$ cat config.mk
export PLATFORM = sky130hd
export DESIGN_NAME = controle_tempo_rodada_flat
export DESIGN_NICKNAME = d
export VERILOG_FILES = /design/src/rtl/controle_tempo_rodada_pkg.sv /design/src/rtl/controle_tempo_rodada_if.sv /design/src/rtl/controle_tempo_rodada_divisor_tick.sv /design/src/rtl/controle_tempo_rodada.sv /design/src/flat_wrapper.sv
export SDC_FILE = /design/constraint.sdc
export NUM_CORES = 1
export LEC_CHECK = 0
export BUFFER_PORTS_ARGS = -buffer_cell sky130_fd_sc_hd__buf_4
export CAP_MARGIN = 20
export CORE_MARGIN = 4
export CORE_UTILIZATION = 25
export DETAILED_ROUTE_END_ITERATION = 7
export HOLD_SLACK_MARGIN = 0.06
export PLACE_DENSITY = 0.39
export SLEW_MARGIN = 15
export SYNTH_ARGS = -nofsm -noshare
export SYNTH_HDL_FRONTEND = slang
export SYNTH_SLANG_ARGS = --single-unit
export TNS_END_PERCENT = 5
$ cat constraint.sdc
create_clock -name clock -period 1.7 [get_ports clock]
set_input_delay 0 -clock clock [delete_from_list [all_inputs] [get_ports clock]]
set_output_delay 0 -clock clock [all_outputs]
set_load 0.05 [all_outputs]
$ cat src/rtl/controle_tempo_rodada_pkg.sv
// -----------------------------------------------------------------------------
// controle_tempo_rodada_pkg
// Shared definitions for the round-timing sequencer:
//   - estado_t     : sequencer state encoding (also exported on db_estado)
//   - DB_ESTADO_W  : width of the debug state bus
//   - ultima_rodada: true when a round index is the last round of a game
// The PAUSA code is reserved in the encoding even when the pause feature
// (macro PAUSA_EN) is not built, so debug decoders never change.
// -----------------------------------------------------------------------------
package controle_tempo_rodada_pkg;

    localparam int DB_ESTADO_W = 3;

    typedef enum logic [DB_ESTADO_W-1:0] {
        INICIAL   = 3'd0,
        PREPARA   = 3'd1,
        CONTANDO  = 3'd2,
        PAUSA     = 3'd3,
        RESULTADO = 3'd4,
        FIM_JOGO  = 3'd5
    } estado_t;

    // Rounds are 0-based, so the last one is num_rodadas-1.
    function automatic logic ultima_rodada(input int rodada, input int num_rodadas);
        return (rodada == (num_rodadas - 1));
    endfunction

endpackage

$ cat src/rtl/controle_tempo_rodada_if.sv
// -----------------------------------------------------------------------------
// controle_tempo_rodada_if
// Bundles the control/status signals between the game FSM, the time counter
// and the round sequencer.
//   master modport (game FSM / counter side):
//     out: iniciar, pausar, resposta_valida, proxima, fim_contador, meio_contador
//     in : zera_contador, conta_contador, rodada[R], alerta, timeout, no_prazo,
//          fim_jogo, db_estado[3]
//   slave modport (sequencer side): the same signals with directions reversed.
// Parameter R: width of the round index.
// -----------------------------------------------------------------------------
interface controle_tempo_rodada_if
    import controle_tempo_rodada_pkg::*;
#(
    parameter int R = 4
);

    // Requests from the game FSM and status from the time counter
    logic                   iniciar;
    logic                   pausar;
    logic                   resposta_valida;
    logic                   proxima;
    logic                   fim_contador;
    logic                   meio_contador;

    // Counter control and round status produced by the sequencer
    logic                   zera_contador;
    logic                   conta_contador;
    logic [R-1:0]           rodada;
    logic                   alerta;
    logic                   timeout;
    logic                   no_prazo;
    logic                   fim_jogo;
    logic [DB_ESTADO_W-1:0] db_estado;

    modport master (
        output iniciar,
        output pausar,
        output resposta_valida,
        output proxima,
        output fim_contador,
        output meio_contador,
        input  zera_contador,
        input  conta_contador,
        input  rodada,
        input  alerta,
        input  timeout,
        input  no_prazo,
        input  fim_jogo,
        input  db_estado
    );

    modport slave (
        input  iniciar,
        input  pausar,
        input  resposta_valida,
        input  proxima,
        input  fim_contador,
        input  meio_contador,
        output zera_contador,
        output conta_contador,
        output rodada,
        output alerta,
        output timeout,
        output no_prazo,
        output fim_jogo,
        output db_estado
    );

endinterface

$ cat src/rtl/controle_tempo_rodada_divisor_tick.sv
// -----------------------------------------------------------------------------
// divisor_tick
// Prescaler that turns the system clock into a one-cycle counting tick every
// CLK_DIV enabled cycles.
// Ports:
//   clock  in  system clock (rising edge)
//   reset  in  asynchronous active-high reset, clears the prescaler
//   zera   in  synchronous clear of the prescaler (has priority over conta)
//   conta  in  advance enable; when low the prescaler holds its value
//   tick   out high in the enabled cycle where the prescaler is at CLK_DIV-1
// Parameter CLK_DIV (>=2): enabled cycles per tick.
// -----------------------------------------------------------------------------
module divisor_tick #(
    parameter int CLK_DIV = 50_000_000
) (
    input  logic clock,
    input  logic reset,
    input  logic zera,
    input  logic conta,
    output logic tick
);

    localparam int         W      = (CLK_DIV > 1) ? $clog2(CLK_DIV) : 1;
    localparam logic [W-1:0] ULTIMO = W'(CLK_DIV - 1);

    logic [W-1:0] r_cnt;
    logic         w_no_ultimo;

    assign w_no_ultimo = (r_cnt == ULTIMO);

    // Holding (rather than clearing) when conta is low is what keeps the
    // tick phase intact across a pause.
    always_ff @(posedge clock or posedge reset) begin
        if (reset) begin
            r_cnt <= '0;
        end else if (zera) begin
            r_cnt <= '0;
        end else if (conta) begin
            r_cnt <= w_no_ultimo ? '0 : r_cnt + W'(1);
        end
    end

    assign tick = conta & w_no_ultimo;

endmodule

$ cat src/rtl/controle_tempo_rodada.sv
// -----------------------------------------------------------------------------
// controle_tempo_rodada
// Round sequencer for the game-time counter (modulo-M counter with
// zera_s/conta/fim/meio). Clears and enables the counter once per round,
// generates the counting tick, detects timeout or an in-time answer, advances
// the round index and flags the end of the game.
//
// Ports:
//   clock  in   system clock, all logic on rising edge
//   reset  in   asynchronous active-high reset
//   bus    slave modport of controle_tempo_rodada_if:
//            in : iniciar, pausar, resposta_valida, proxima,
//                 fim_contador, meio_contador
//            out: zera_contador, conta_contador, rodada[R], alerta,
//                 timeout, no_prazo, fim_jogo, db_estado[3]
// Parameters:
//   CLK_DIV      clock cycles per counting tick (>=2)
//   NUM_RODADAS  rounds per game (>=1)
//   R            width of rodada (2**R >= NUM_RODADAS)
// Build option:
//   PAUSA_EN     when defined, pausar toggles CONTANDO <-> PAUSA; when not
//                defined the PAUSA state is never entered and pausar is ignored.
// -----------------------------------------------------------------------------
module controle_tempo_rodada
    import controle_tempo_rodada_pkg::*;
#(
    parameter int CLK_DIV     = 50_000_000,
    parameter int NUM_RODADAS = 10,
    parameter int R           = 4
) (
    input  logic                    clock,
    input  logic                    reset,
    controle_tempo_rodada_if.slave  bus
);

    // State and registered outputs
    estado_t      r_estado;
    logic [R-1:0] r_rodada;
    logic         r_alerta;
    logic         r_timeout;
    logic         r_no_prazo;

    // Next-state values
    estado_t      w_estado_next;
    logic [R-1:0] w_rodada_next;
    logic         w_alerta_next;
    logic         w_timeout_next;
    logic         w_no_prazo_next;

    // Prescaler control
    logic         w_div_zera;
    logic         w_div_conta;
    logic         w_tick;

`ifndef PAUSA_EN
    // Without the pause feature the request is deliberately left unconnected.
    logic         w_unused_pausar;
    assign w_unused_pausar = bus.pausar;
`endif

    // -------------------------------------------------------------------------
    // Prescaler: runs only while the round is counting, cleared with the
    // counter at the start of every round.
    // -------------------------------------------------------------------------
    assign w_div_zera  = (r_estado == PREPARA);
    assign w_div_conta = (r_estado == CONTANDO);

    divisor_tick #(
        .CLK_DIV (CLK_DIV)
    ) u_divisor_tick (
        .clock (clock),
        .reset (reset),
        .zera  (w_div_zera),
        .conta (w_div_conta),
        .tick  (w_tick)
    );

    // -------------------------------------------------------------------------
    // Next-state / next-output logic
    // -------------------------------------------------------------------------
    always_comb begin
        w_estado_next   = r_estado;
        w_rodada_next   = r_rodada;
        w_alerta_next   = r_alerta;
        w_timeout_next  = 1'b0;
        w_no_prazo_next = 1'b0;

        case (r_estado)
            INICIAL: begin
                if (bus.iniciar) begin
                    w_rodada_next = '0;
                    w_estado_next = PREPARA;
                end
            end

            PREPARA: begin
                // Counter is being cleared this cycle; half-time flag restarts.
                w_alerta_next = 1'b0;
                w_estado_next = CONTANDO;
            end

            CONTANDO: begin
                if (bus.meio_contador) begin
                    w_alerta_next = 1'b1;
                end
                // An answer arriving in the very cycle the counter expires
                // still counts as in time.
                if (bus.resposta_valida) begin
                    w_no_prazo_next = 1'b1;
                    w_estado_next   = RESULTADO;
                end else if (bus.fim_contador) begin
                    w_timeout_next = 1'b1;
                    w_estado_next  = RESULTADO;
                end
`ifdef PAUSA_EN
                else if (bus.pausar) begin
                    w_estado_next = PAUSA;
                end
`endif
            end

`ifdef PAUSA_EN
            PAUSA: begin
                if (bus.pausar) begin
                    w_estado_next = CONTANDO;
                end
            end
`endif

            RESULTADO: begin
                if (bus.proxima) begin
                    if (ultima_rodada(int'(r_rodada), NUM_RODADAS)) begin
                        w_estado_next = FIM_JOGO;
                    end else begin
                        w_rodada_next = r_rodada + R'(1);
                        w_estado_next = PREPARA;
                    end
                end
            end

            FIM_JOGO: begin
                if (bus.iniciar) begin
                    w_rodada_next = '0;
                    w_estado_next = PREPARA;
                end
            end

            default: begin
                // Unused codes (and PAUSA when not built) fall back to idle.
                w_estado_next = INICIAL;
            end
        endcase
    end

    // -------------------------------------------------------------------------
    // State register and registered outputs
    // -------------------------------------------------------------------------
    always_ff @(posedge clock or posedge reset) begin
        if (reset) begin
            r_estado   <= INICIAL;
            r_rodada   <= '0;
            r_alerta   <= 1'b0;
            r_timeout  <= 1'b0;
            r_no_prazo <= 1'b0;
        end else begin
            r_estado   <= w_estado_next;
            r_rodada   <= w_rodada_next;
            r_alerta   <= w_alerta_next;
            r_timeout  <= w_timeout_next;
            r_no_prazo <= w_no_prazo_next;
        end
    end

    // -------------------------------------------------------------------------
    // Outputs
    // -------------------------------------------------------------------------
    // PREPARA always lasts exactly one cycle, so the clear is a single pulse.
    assign bus.zera_contador  = (r_estado == PREPARA);
    // Suppressing the tick at fim keeps the counter parked at M-1 instead of
    // wrapping during the cycle the timeout is being registered.
    assign bus.conta_contador = w_tick & ~bus.fim_contador;
    assign bus.rodada         = r_rodada;
    assign bus.alerta         = r_alerta;
    assign bus.timeout        = r_timeout;
    assign bus.no_prazo       = r_no_prazo;
    assign bus.fim_jogo       = (r_estado == FIM_JOGO);
    assign bus.db_estado      = r_estado;

endmodule

$ cat src/flat_wrapper.sv
// flat-port wrapper written by rule: the top's interface ports become plain ports
module controle_tempo_rodada_flat import controle_tempo_rodada_pkg::*;
#(
    parameter int CLK_DIV     = 50_000_000,
    parameter int NUM_RODADAS = 10,
    parameter int R           = 4
)
  (clock, reset, bus_iniciar, bus_pausar, bus_resposta_valida, bus_proxima, bus_fim_contador, bus_meio_contador, bus_zera_contador, bus_conta_contador, bus_rodada, bus_alerta, bus_timeout, bus_no_prazo, bus_fim_jogo, bus_db_estado);
  controle_tempo_rodada_if #(.R(R)) bus_i ();
  input  logic clock;
  input  logic reset;
  input wire logic [$bits(bus_i.iniciar)-1:0] bus_iniciar;
  input wire logic [$bits(bus_i.pausar)-1:0] bus_pausar;
  input wire logic [$bits(bus_i.resposta_valida)-1:0] bus_resposta_valida;
  input wire logic [$bits(bus_i.proxima)-1:0] bus_proxima;
  input wire logic [$bits(bus_i.fim_contador)-1:0] bus_fim_contador;
  input wire logic [$bits(bus_i.meio_contador)-1:0] bus_meio_contador;
  output wire logic [$bits(bus_i.zera_contador)-1:0] bus_zera_contador;
  output wire logic [$bits(bus_i.conta_contador)-1:0] bus_conta_contador;
  output wire logic [$bits(bus_i.rodada)-1:0] bus_rodada;
  output wire logic [$bits(bus_i.alerta)-1:0] bus_alerta;
  output wire logic [$bits(bus_i.timeout)-1:0] bus_timeout;
  output wire logic [$bits(bus_i.no_prazo)-1:0] bus_no_prazo;
  output wire logic [$bits(bus_i.fim_jogo)-1:0] bus_fim_jogo;
  output wire logic [$bits(bus_i.db_estado)-1:0] bus_db_estado;
  assign bus_i.iniciar = bus_iniciar;
  assign bus_i.pausar = bus_pausar;
  assign bus_i.resposta_valida = bus_resposta_valida;
  assign bus_i.proxima = bus_proxima;
  assign bus_i.fim_contador = bus_fim_contador;
  assign bus_i.meio_contador = bus_meio_contador;
  assign bus_zera_contador = bus_i.zera_contador;
  assign bus_conta_contador = bus_i.conta_contador;
  assign bus_rodada = bus_i.rodada;
  assign bus_alerta = bus_i.alerta;
  assign bus_timeout = bus_i.timeout;
  assign bus_no_prazo = bus_i.no_prazo;
  assign bus_fim_jogo = bus_i.fim_jogo;
  assign bus_db_estado = bus_i.db_estado;
  controle_tempo_rodada #(.CLK_DIV(CLK_DIV), .NUM_RODADAS(NUM_RODADAS), .R(R)) u_core (.clock(clock), .reset(reset), .bus(bus_i));
endmodule
==> results of run 1 <==
[worst reg2reg max path: stages, from the launching register on]
cell and delay, ns:
sky130_fd_sc_hd__dfrtp_1 0.40, sky130_fd_sc_hd__ha_4 0.16, sky130_fd_sc_hd__and2_4 0.13, sky130_fd_sc_hd__nand4_1 0.12, sky130_fd_sc_hd__buf_4 0.16, sky130_fd_sc_hd__o21a_4 0.22
sky130_fd_sc_hd__buf_12 0.14, sky130_fd_sc_hd__a32o_1 0.21, sky130_fd_sc_hd__a21o_1 0.15
[cell type report]
cell class / count / area [um2] / share of cell area, %
clock buffer: 8 / 100.1 / 3.311
inverter: 8 / 33.78 / 1.118
multi-input combinational: 166 / 1155 / 38.20
sequential: 36 / 907.1 / 30.01
tap: 102 / 127.6 / 4.222
timing repair buffer: 85 / 699.4 / 23.14
[synthesized netlist by cell type, drive strengths merged, types with 8 or more instances]
cell,n
a21oi,12
a31oi,20
and4,8
buf,8
dfrtp,36
inv,8
nand2,24
nand3,8
nand4,8
nor2,12
o21ai,15
[metrics by stage]
| step | setup slack (ns) | area (um2) | power, mW | hold slack, ns | std cells |
|---|---|---|---|---|---|
| 3_5_place_dp | -0.08179 | 2714 | 3.267 | 0.06747 | 388 |
| 5_1_grt | -0.2480 | 3023 | 4.395 | 0.1584 | 405 |
| 4_1_cts | -0.09733 | 2930 | 4.049 | 0.1380 | 403 |
| 3_3_place_gp | -0.1726 | 2714 | 3.274 | 0.07288 | 388 |
| 2_1_floorplan | -0.1929 | 2083 | 2.462 | 0.06982 | 220 |
| 6_report | -0.1004 | 3023 | 4.096 | 0.1567 | 405 |
[layout by cell type, fill, tap and decap left out, drive strengths merged, types with 4 or more instances in the layout]
master,n
o211ai,4
nand2b,5
nand3,8
nand2,24
a21oi,12
a41oi,5
o21ai,15
dfrtp,36
clkbuf,8
nand4,8
dlygate4sd3,5
a31oi,20
and4,8
nor2,12
and3,5
inv,7
a21o,5
buf,80
[routing by layer]
metal	part of all wire, %	vias to the layer above
met5	0	-
met4	1.6	0
met3	4.3	8
met2	45	36
met1	49	974
li1	-	1008
[kinds of logic after synthesis]
logic type | after synthesis | synth area share (%)
AOI/OAI and AO/OA | 72 | 22.97
DFF | 36 | 44.33
adders and majority gates | 3 | 1.847
xor gates and xnor gates | 1 | 0.4311
muxes | 1 | 0.5541
and+or+nand+nor | 89 | 24.76
buffers and inverters | 18 | 5.110
[registers in the layout (all words and copies together) (netlist names)]
register	count
u_core.bus.alerta	1
u_core.bus.timeout	1
u_core.u_divisor_tick.r_cnt	26
u_core.bus.no_prazo	1
u_core.bus.db_estado	3
u_core.bus.rodada	4
[worst paths after layout]
check / start / end / depth (start not counted)
worst min register to register: u_core.bus.alerta$_DFFE_PP0P_ / u_core.bus.alerta$_DFFE_PP0P_ / 1
worst max register to register: u_core.u_divisor_tick.r_cnt[1]$_DFFE_PP0P_ / u_core.u_divisor_tick.r_cnt[20]$_DFFE_PP0P_ / 8
min in group asynchronous: reset / u_core.bus.rodada[2]$_DFFE_PP0P_ / 3
max in group asynchronous: reset / u_core.u_divisor_tick.r_cnt[20]$_DFFE_PP0P_ / 4
worst max-delay path: u_core.u_divisor_tick.r_cnt[1]$_DFFE_PP0P_ / bus_conta_contador / 7
worst min-delay path: bus_iniciar / u_core.bus.db_estado[0]$_DFFE_PP0P_ / 3
[power by group through the flow]
stage | clock, mW | combinational, mW | sequential [mW]
after floorplan | 0 | 1.06 | 1.40
after global placement | 0 | 2.17 | 1.11
after detailed placement | 0 | 2.16 | 1.11
after CTS | 0.713 | 2.24 | 1.10
after global routing | 0.738 | 2.52 | 1.14
final | 0.684 | 2.30 | 1.12
[what timing repair did]
item	in CTS	in global routing
hold buffers	5	0
setup buffers	2	2
endpoints found under the setup margin	14	27
resized for setup	14	16
pin swaps	4	9
endpoints found under the hold margin	16	0
==> parameters.txt, run 1 <==
Parameter                              Value

STA
  Top achievable clock speed ... 555.4 MHz
  Least-Margin Pin Slew ... 0.5037 ns
  Crit path time final ... 1.800 ns
  Worst setup skew after layout ... 0.009737 ns
  Final setup violation count ... 5
  Final hold violations ... 0
  Worst-case setup margin in the final layout ... -0.1004 ns
  Setup TNS after final layout ... -0.2832 ns
  RSZ-0062 raised after global routing ... true
  Slew Limit Fails ... 0
  Worst rel slew slack ... 66.38%
  Final critical-path share of the clock period ... 105.9%

Worst setup path
  Buffers & Inverters on Critical Path ... 3
  Top delay family on crit path ... buffers and inverters
  Sort of element at the start of the critical path ... flip-flop
  Slowest Stage Delay on Critical Path ... 0.40 ns
  Category of the most critical setup path ... flip-flop to primary output
  Cell seen most often among critical-path stages ... sky130_fd_sc_hd__buf_6
  Top fanout value on the critical path ... 3
  Data required, critical path ... 1.70 ns
  Standard cell with the maximum stage delay on the critical path ... sky130_fd_sc_hd__dfrtp_1
  Cell Chain, Critical Path ... ha_4 -> and2_4 -> nand4_1 -> buf_4 -> buf_6 -> nor4_4 -> buf_6
  Setup slack, reg-to-reg ... -0.09 ns
  Critical path endpoint category ... primary output
  CP Data Arrival Time ... 1.80 ns

Global route
  Via count of the first global-routing pass ... 1981
  Initial antenna violation count ... 0
  Maximum number of pins on one net before global-route repair ... 17
  M1 GR Usage ... 18.17%
  Met2 track utilization from global routing ... 19.58%
  Total GRT Usage ... 12.83%
  Global-route wire length before repair ... 9956 um
  Met3 usage ... 2.857%
  Residual overflow from global routing ... 0
  Peak-usage layer in the global routing report ... met2

Power
  Power share of the sequential group ... 27.2%
  Static Leakage ... 1.378 nW
  Power density cells ... 1355 nW/um2
  Internal ... 2.323 mW
  Combinational Power Share ... 56.1%
  Switching Share ... 43.29%
  Peak VDD IR ... 0.0007303 V
  Switching power ... 1.773 mW
  Share of total power in the clock network ... 16.7%

Routing
  Number of vias per cell after detailed routing ... 5.002
  Iteration-0 DRC Markers ... 117
  DRC violation count after routing ... 0
  Number of nets with antenna violations after routing ... 0
  Total via count after detailed routing ... 2026
  TritonRoute pass-1 iters ... 4
  Wire length per cell after detailed routing ... 14.59 um
  Overall routed net length ... 5907 um

Logic synthesis
  Combined area of all synthesized cells ... 2032 um2
  #FFs+latches synth ... 36
  Library cell occupying the most area in the post-synthesis netlist ... sky130_fd_sc_hd__dfrtp_1
  Most area-consuming cells after synthesis ... sky130_fd_sc_hd__dfrtp_1 (44%), sky130_fd_sc_hd__a31oi_1 (6.2%), sky130_fd_sc_hd__nand2_1 (4.2%), sky130_fd_sc_hd__and4_1 (3.4%), sky130_fd_sc_hd__o21ai_0 (3.4%)
  Post-Syn Area per Cell ... 9.236 um2
  Count of different cell masters after synthesis ... 47
  Synthesis warning total ... 0
  Sequential element share of the synthesized area ... 44.33%
  Post-Syn Instances ... 220
  Syn_nets ... 231
  Top flip-flop cell by instance count after synthesis ... sky130_fd_sc_hd__dfrtp_1
  Share of async-settable or async-resettable flops after synthesis ... 100.0%
  Share of the synthesized area in the top cell type ... 44.33%
  Number of enable flip-flop cells after synthesis ... 0

CTS
  Clock Tree Buf Depth ... 2
  Clk pin slew, worst setup/hold paths ... 0.08 ns
  Clock tree from TritonCTS ... yes
  Number of buffers created by CTS ... 5
  CTS H-Tree Depth ... 2
  Clock network latency to the later pin of the worst-skew pair ... 0.30 ns
  Num Clock Sinks ... 36
  Clock root buffer master ... sky130_fd_sc_hd__clkbuf_8

Floorplanning
  Vertical die dimension ... 98.16 um
  Initial Utilization ... 26.03%
  Count of standard-cell rows ... 32
  Ports ... 21
  Die footprint ... 9634 um2
  Die width ... 98.16 um
  Std-Cell Core Area ... 7807 um2

Layout
  Final antenna diode count ... 0
  Syn-to-layout area delta ... 48.77%
  Net total in the final layout ... 313
  Fraction of layout instances using a drive strength above 1 ... 39.60%
  Util after Layout ... 38.72%
  Count of filler cells inserted in the layout ... 783

Flow run
  Max-capacitance violation count ... 0

Placed design
  Port bufs ... 19
  Detailed-placement wirelength estimate ... 4510 um
  Gpl congestion ... 0.7765

Status
  Result of the run ... finished with violations
  Failing checks ... setup timing

Hold path
  Path category of the worst min-delay check ... primary input to flip-flop
Power figures use the tool's default switching activity.
==> inputs of run 2 (changes only) <==
- CTS_CLUSTER_DIAMETER: not set -> 200
- REMOVE_ABC_BUFFERS: not set -> 1
==> run 2 against run 1 <==
Against the previous run: the flow still finishes with violations (setup timing); highest routed layer unchanged; count of clock-buffer cells in the layout fell by 2; clock power fell by 5.0%; flip-flop and latch count did not move; first-iteration DRC count fell by 24%; cell count fell by 1.7%; critical path depth fell by 3; sequential share of layout area rose by 1.4 points; sequential power fell by 4%; final area fell by 4.8%.
==> parameters.txt, run 2 (synthesis gave the netlist of run 1 again) <==
Parameter                              Value

STA
  Final hold violations ... 0 (unchanged)
  Crit path time final ... 1.749 ns (-0.05096 ns)
  Worst-case setup margin in the final layout ... -0.04939 ns (+0.05096 ns)
  RSZ-0062 raised after global routing ... true
  Least-Margin Pin Slew ... 0.4733 ns (-0.03038 ns)
  Slew Limit Fails ... 0 (unchanged)
  Top achievable clock speed ... 571.6 MHz (+2.9%)
  Final setup violation count ... 2 (-3)
  Final critical-path share of the clock period ... 102.9% (-3.0 points)
  Worst rel slew slack ... 68.44% (+2.1 points)
  Worst setup skew after layout ... 0.007765 ns (-0.001971 ns)

Power
  Share of total power in the clock network ... 16.5% (-0.2 points)
  Combinational Power Share ... 56.3% (+0.2 points)
  Peak VDD IR ... 0.0003268 V (-55%)
  Switching power ... 1.714 mW (-3.3%)
  Power share of the sequential group ... 27.2% (about the same)
  Internal ... 2.234 mW (-3.8%)
  Power density cells ... 1373 nW/um2 (+1.3%)
  Total power of the final layout ... 3.948 mW (-3.6%)
  Static Leakage ... 1.350 nW (-2.0%)
  Switching Share ... 43.42% (+0.13 points)

Routing
  Number of vias per cell after detailed routing ... 5.040 (+0.75%)
  Number of nets with antenna violations after routing ... 0 (unchanged)
  Overall routed net length ... 5875 um (-0.54%)
  TritonRoute pass-1 iters ... 5 (+1)
  Wire length per cell after detailed routing ... 14.76 um (+1.2%)
  DRC violation count after routing ... 0 (unchanged)
  Iteration-0 DRC Markers ... 89 (-24%)
  Total via count after detailed routing ... 2006 (-0.99%)

Floorplanning
  Vertical die dimension ... 98.16 um (unchanged)
  Std-Cell Core Area ... 7807 um2 (unchanged)
  Die footprint ... 9634 um2 (unchanged)
  Die width ... 98.16 um (unchanged)
  Count of standard-cell rows ... 32 (unchanged)
  Ports ... 21 (unchanged)
  Initial Utilization ... 26.03% (unchanged)

Global route
  Total GRT Usage ... 12.41% (-0.42 points)
  Maximum number of pins on one net before global-route repair ... 37 (+20)
  Via count of the first global-routing pass ... 1899 (-4.1%)
  Residual overflow from global routing ... 0 (unchanged)
  Initial antenna violation count ... 0 (unchanged)
  Global-route wire length before repair ... 9653 um (-3.0%)

Worst setup path
  Critical path endpoint category ... primary output
  Category of the most critical setup path ... flip-flop to primary output
  Top fanout value on the critical path ... 9 (+6)
  Data required, critical path ... 1.70 ns (about the same)
  Sort of element at the start of the critical path ... flip-flop
  CP Data Arrival Time ... 1.75 ns (-0.05 ns)

CTS
  Num Clock Sinks ... 36 (unchanged)
  CTS H-Tree Depth ... 2 (unchanged)
  Clock tree from TritonCTS ... yes
  Clock root buffer master ... sky130_fd_sc_hd__clkbuf_8
  Clock Tree Buf Depth ... 2 (unchanged)
  Clock network latency to the later pin of the worst-skew pair ... 0.29 ns (about the same)
  Clk pin slew, worst setup/hold paths ... 0.08 ns (about the same)
  Number of buffers created by CTS ... 5 (unchanged)

Flow run
  Max-capacitance violation count ... 0 (unchanged)

Placed design
  Post-Place Cell Area ... 2639 um2 (-2.8%)
  Gpl congestion ... 0.7592 (-2.2%)
  Detailed-placement wirelength estimate ... 4208 um (-6.7%)
  Port bufs ... 19 (unchanged)
  Inst Count DP ... 384 (-1.0%)

Layout
  Register name with the most flops ... u_core.u_divisor_tick.r_cnt
  Most common cell after layout, fill and taps aside ... sky130_fd_sc_hd__buf_4
  Final antenna diode count ... 0 (unchanged)
  Fin area ... 2877 um2 (-4.8%)
  Syn-to-layout area delta ... 41.56%
  Fraction of layout instances using a drive strength above 1 ... 33.78% (-5.8 points)
  Util after Layout ... 36.84% (-1.9 points)
  Number of non-filler instances in the completed layout ... 398 (-1.7%)
  Max reg flops ... 26 (unchanged)
  Net total in the final layout ... 306 (-2.2%)
  Leading cell types in the layout, fill and taps excluded ... sky130_fd_sc_hd__buf_4 (69), sky130_fd_sc_hd__dfrtp_1 (34), sky130_fd_sc_hd__nand2_1 (22)

Hold path
  Path category of the worst min-delay check ... primary input to flip-flop

Status
  Result of the run ... finished with violations
  Failing checks ... setup timing
[run 2: cell types whose count changed in the layout (fill, tap and decap cells not counted), sizes merged]
cell      before  now
buf           80   73
clkbuf         8    6
clkinv         0    2
clkinvlp       1    0
inv            7    8
[run 2: worst max-delay path, cell delays in order, from the launching register on]
cell,delay [ns]
sky130_fd_sc_hd__dfrtp_1,0.38
sky130_fd_sc_hd__buf_6,0.15
sky130_fd_sc_hd__or3b_4,0.43
sky130_fd_sc_hd__nor4_4,0.30
sky130_fd_sc_hd__buf_6,0.20
[run 2: cell type report]
| class | count | area, um2 |
|---|---|---|
| tap | 102 | 127.6 |
| timing repair buffer | 78 | 625.6 |
| fill | 799 | 4931 |
| inverter | 8 | 30.03 |
| multi-input combinational | 166 | 1097 |
| clock inverter | 2 | 10.01 |
| sequential | 36 | 903.4 |
| clock buffer | 6 | 82.58 |
[run 2: metal layers]
| metal | vias to the layer above | global-route usage [%] | wire length (um) |
|---|---|---|---|
| met1 | 975 | 16.98 | 2843 |
| li1 | 991 | - | - |
| met3 | 6 | 2.786 | 230 |
| met2 | 34 | 19.63 | 2731 |
| met4 | 0 | 3.782 | 69 |
| met5 | - | 0 | 0 |
[run 2: metrics by stage]
step	setup WS [ns]	setup TNS [ns]	hold WS, ns
final	-0.04939	-0.09155	0.1177
after floorplan	-1.133	-13.48	0.06982
after global placement	-0.03543	-0.1162	0.1649
after global routing	-0.1350	-0.8713	0.1382
after detailed placement	-0.04700	-0.3069	0.1617
after CTS	-0.06775	-0.1286	0.1307
[run 2: worst paths after layout]
path	cells past startpoint	endpoint	startpoint	slack (ns)
hold / removal	5	u_core.bus.db_estado[2]$_DFFE_PP0P_	bus_iniciar	0.12
min in group asynchronous	4	u_core.u_divisor_tick.r_cnt[7]$_DFFE_PP0P_	reset	0.38
max in group asynchronous	4	u_core.u_divisor_tick.r_cnt[2]$_DFFE_PP0P_	reset	0.97
setup / recovery	4	bus_conta_contador	u_core.bus.db_estado[1]$_DFFE_PP0P_	-0.05
hold reg to reg	1	u_core.bus.alerta$_DFFE_PP0P_	u_core.bus.alerta$_DFFE_PP0P_	0.51
setup reg to reg	7	u_core.u_divisor_tick.r_cnt[20]$_DFFE_PP0P_	u_core.u_divisor_tick.r_cnt[0]$_DFFE_PP0P_	-0.04
[run 2: timing repair]
| item | 4_1_cts | 5_1_grt |
|---|---|---|
| endpoints found under the setup margin | 22 | 26 |
| cloned | 0 | 0 |
| endpoints found under the hold margin | 42 | 0 |
| hold buffers | 5 | 0 |
| buffers inserted | 1 | 0 |
| pin swaps | 6 | 1 |
| gates resized for setup | 9 | 15 |
[run 2: power groups by stage]
| stage | combinational (mW) | sequential, mW | clock (mW) |
|---|---|---|---|
| CTS | 2.19 | 1.07 | 0.683 |
| finish | 2.22 | 1.08 | 0.650 |
| floorplan | 0.812 | 1.42 | 0 |
| global placement | 2.14 | 1.08 | 0 |
| global route | 2.43 | 1.09 | 0.722 |
| detailed placement | 2.14 | 1.08 | 0 |
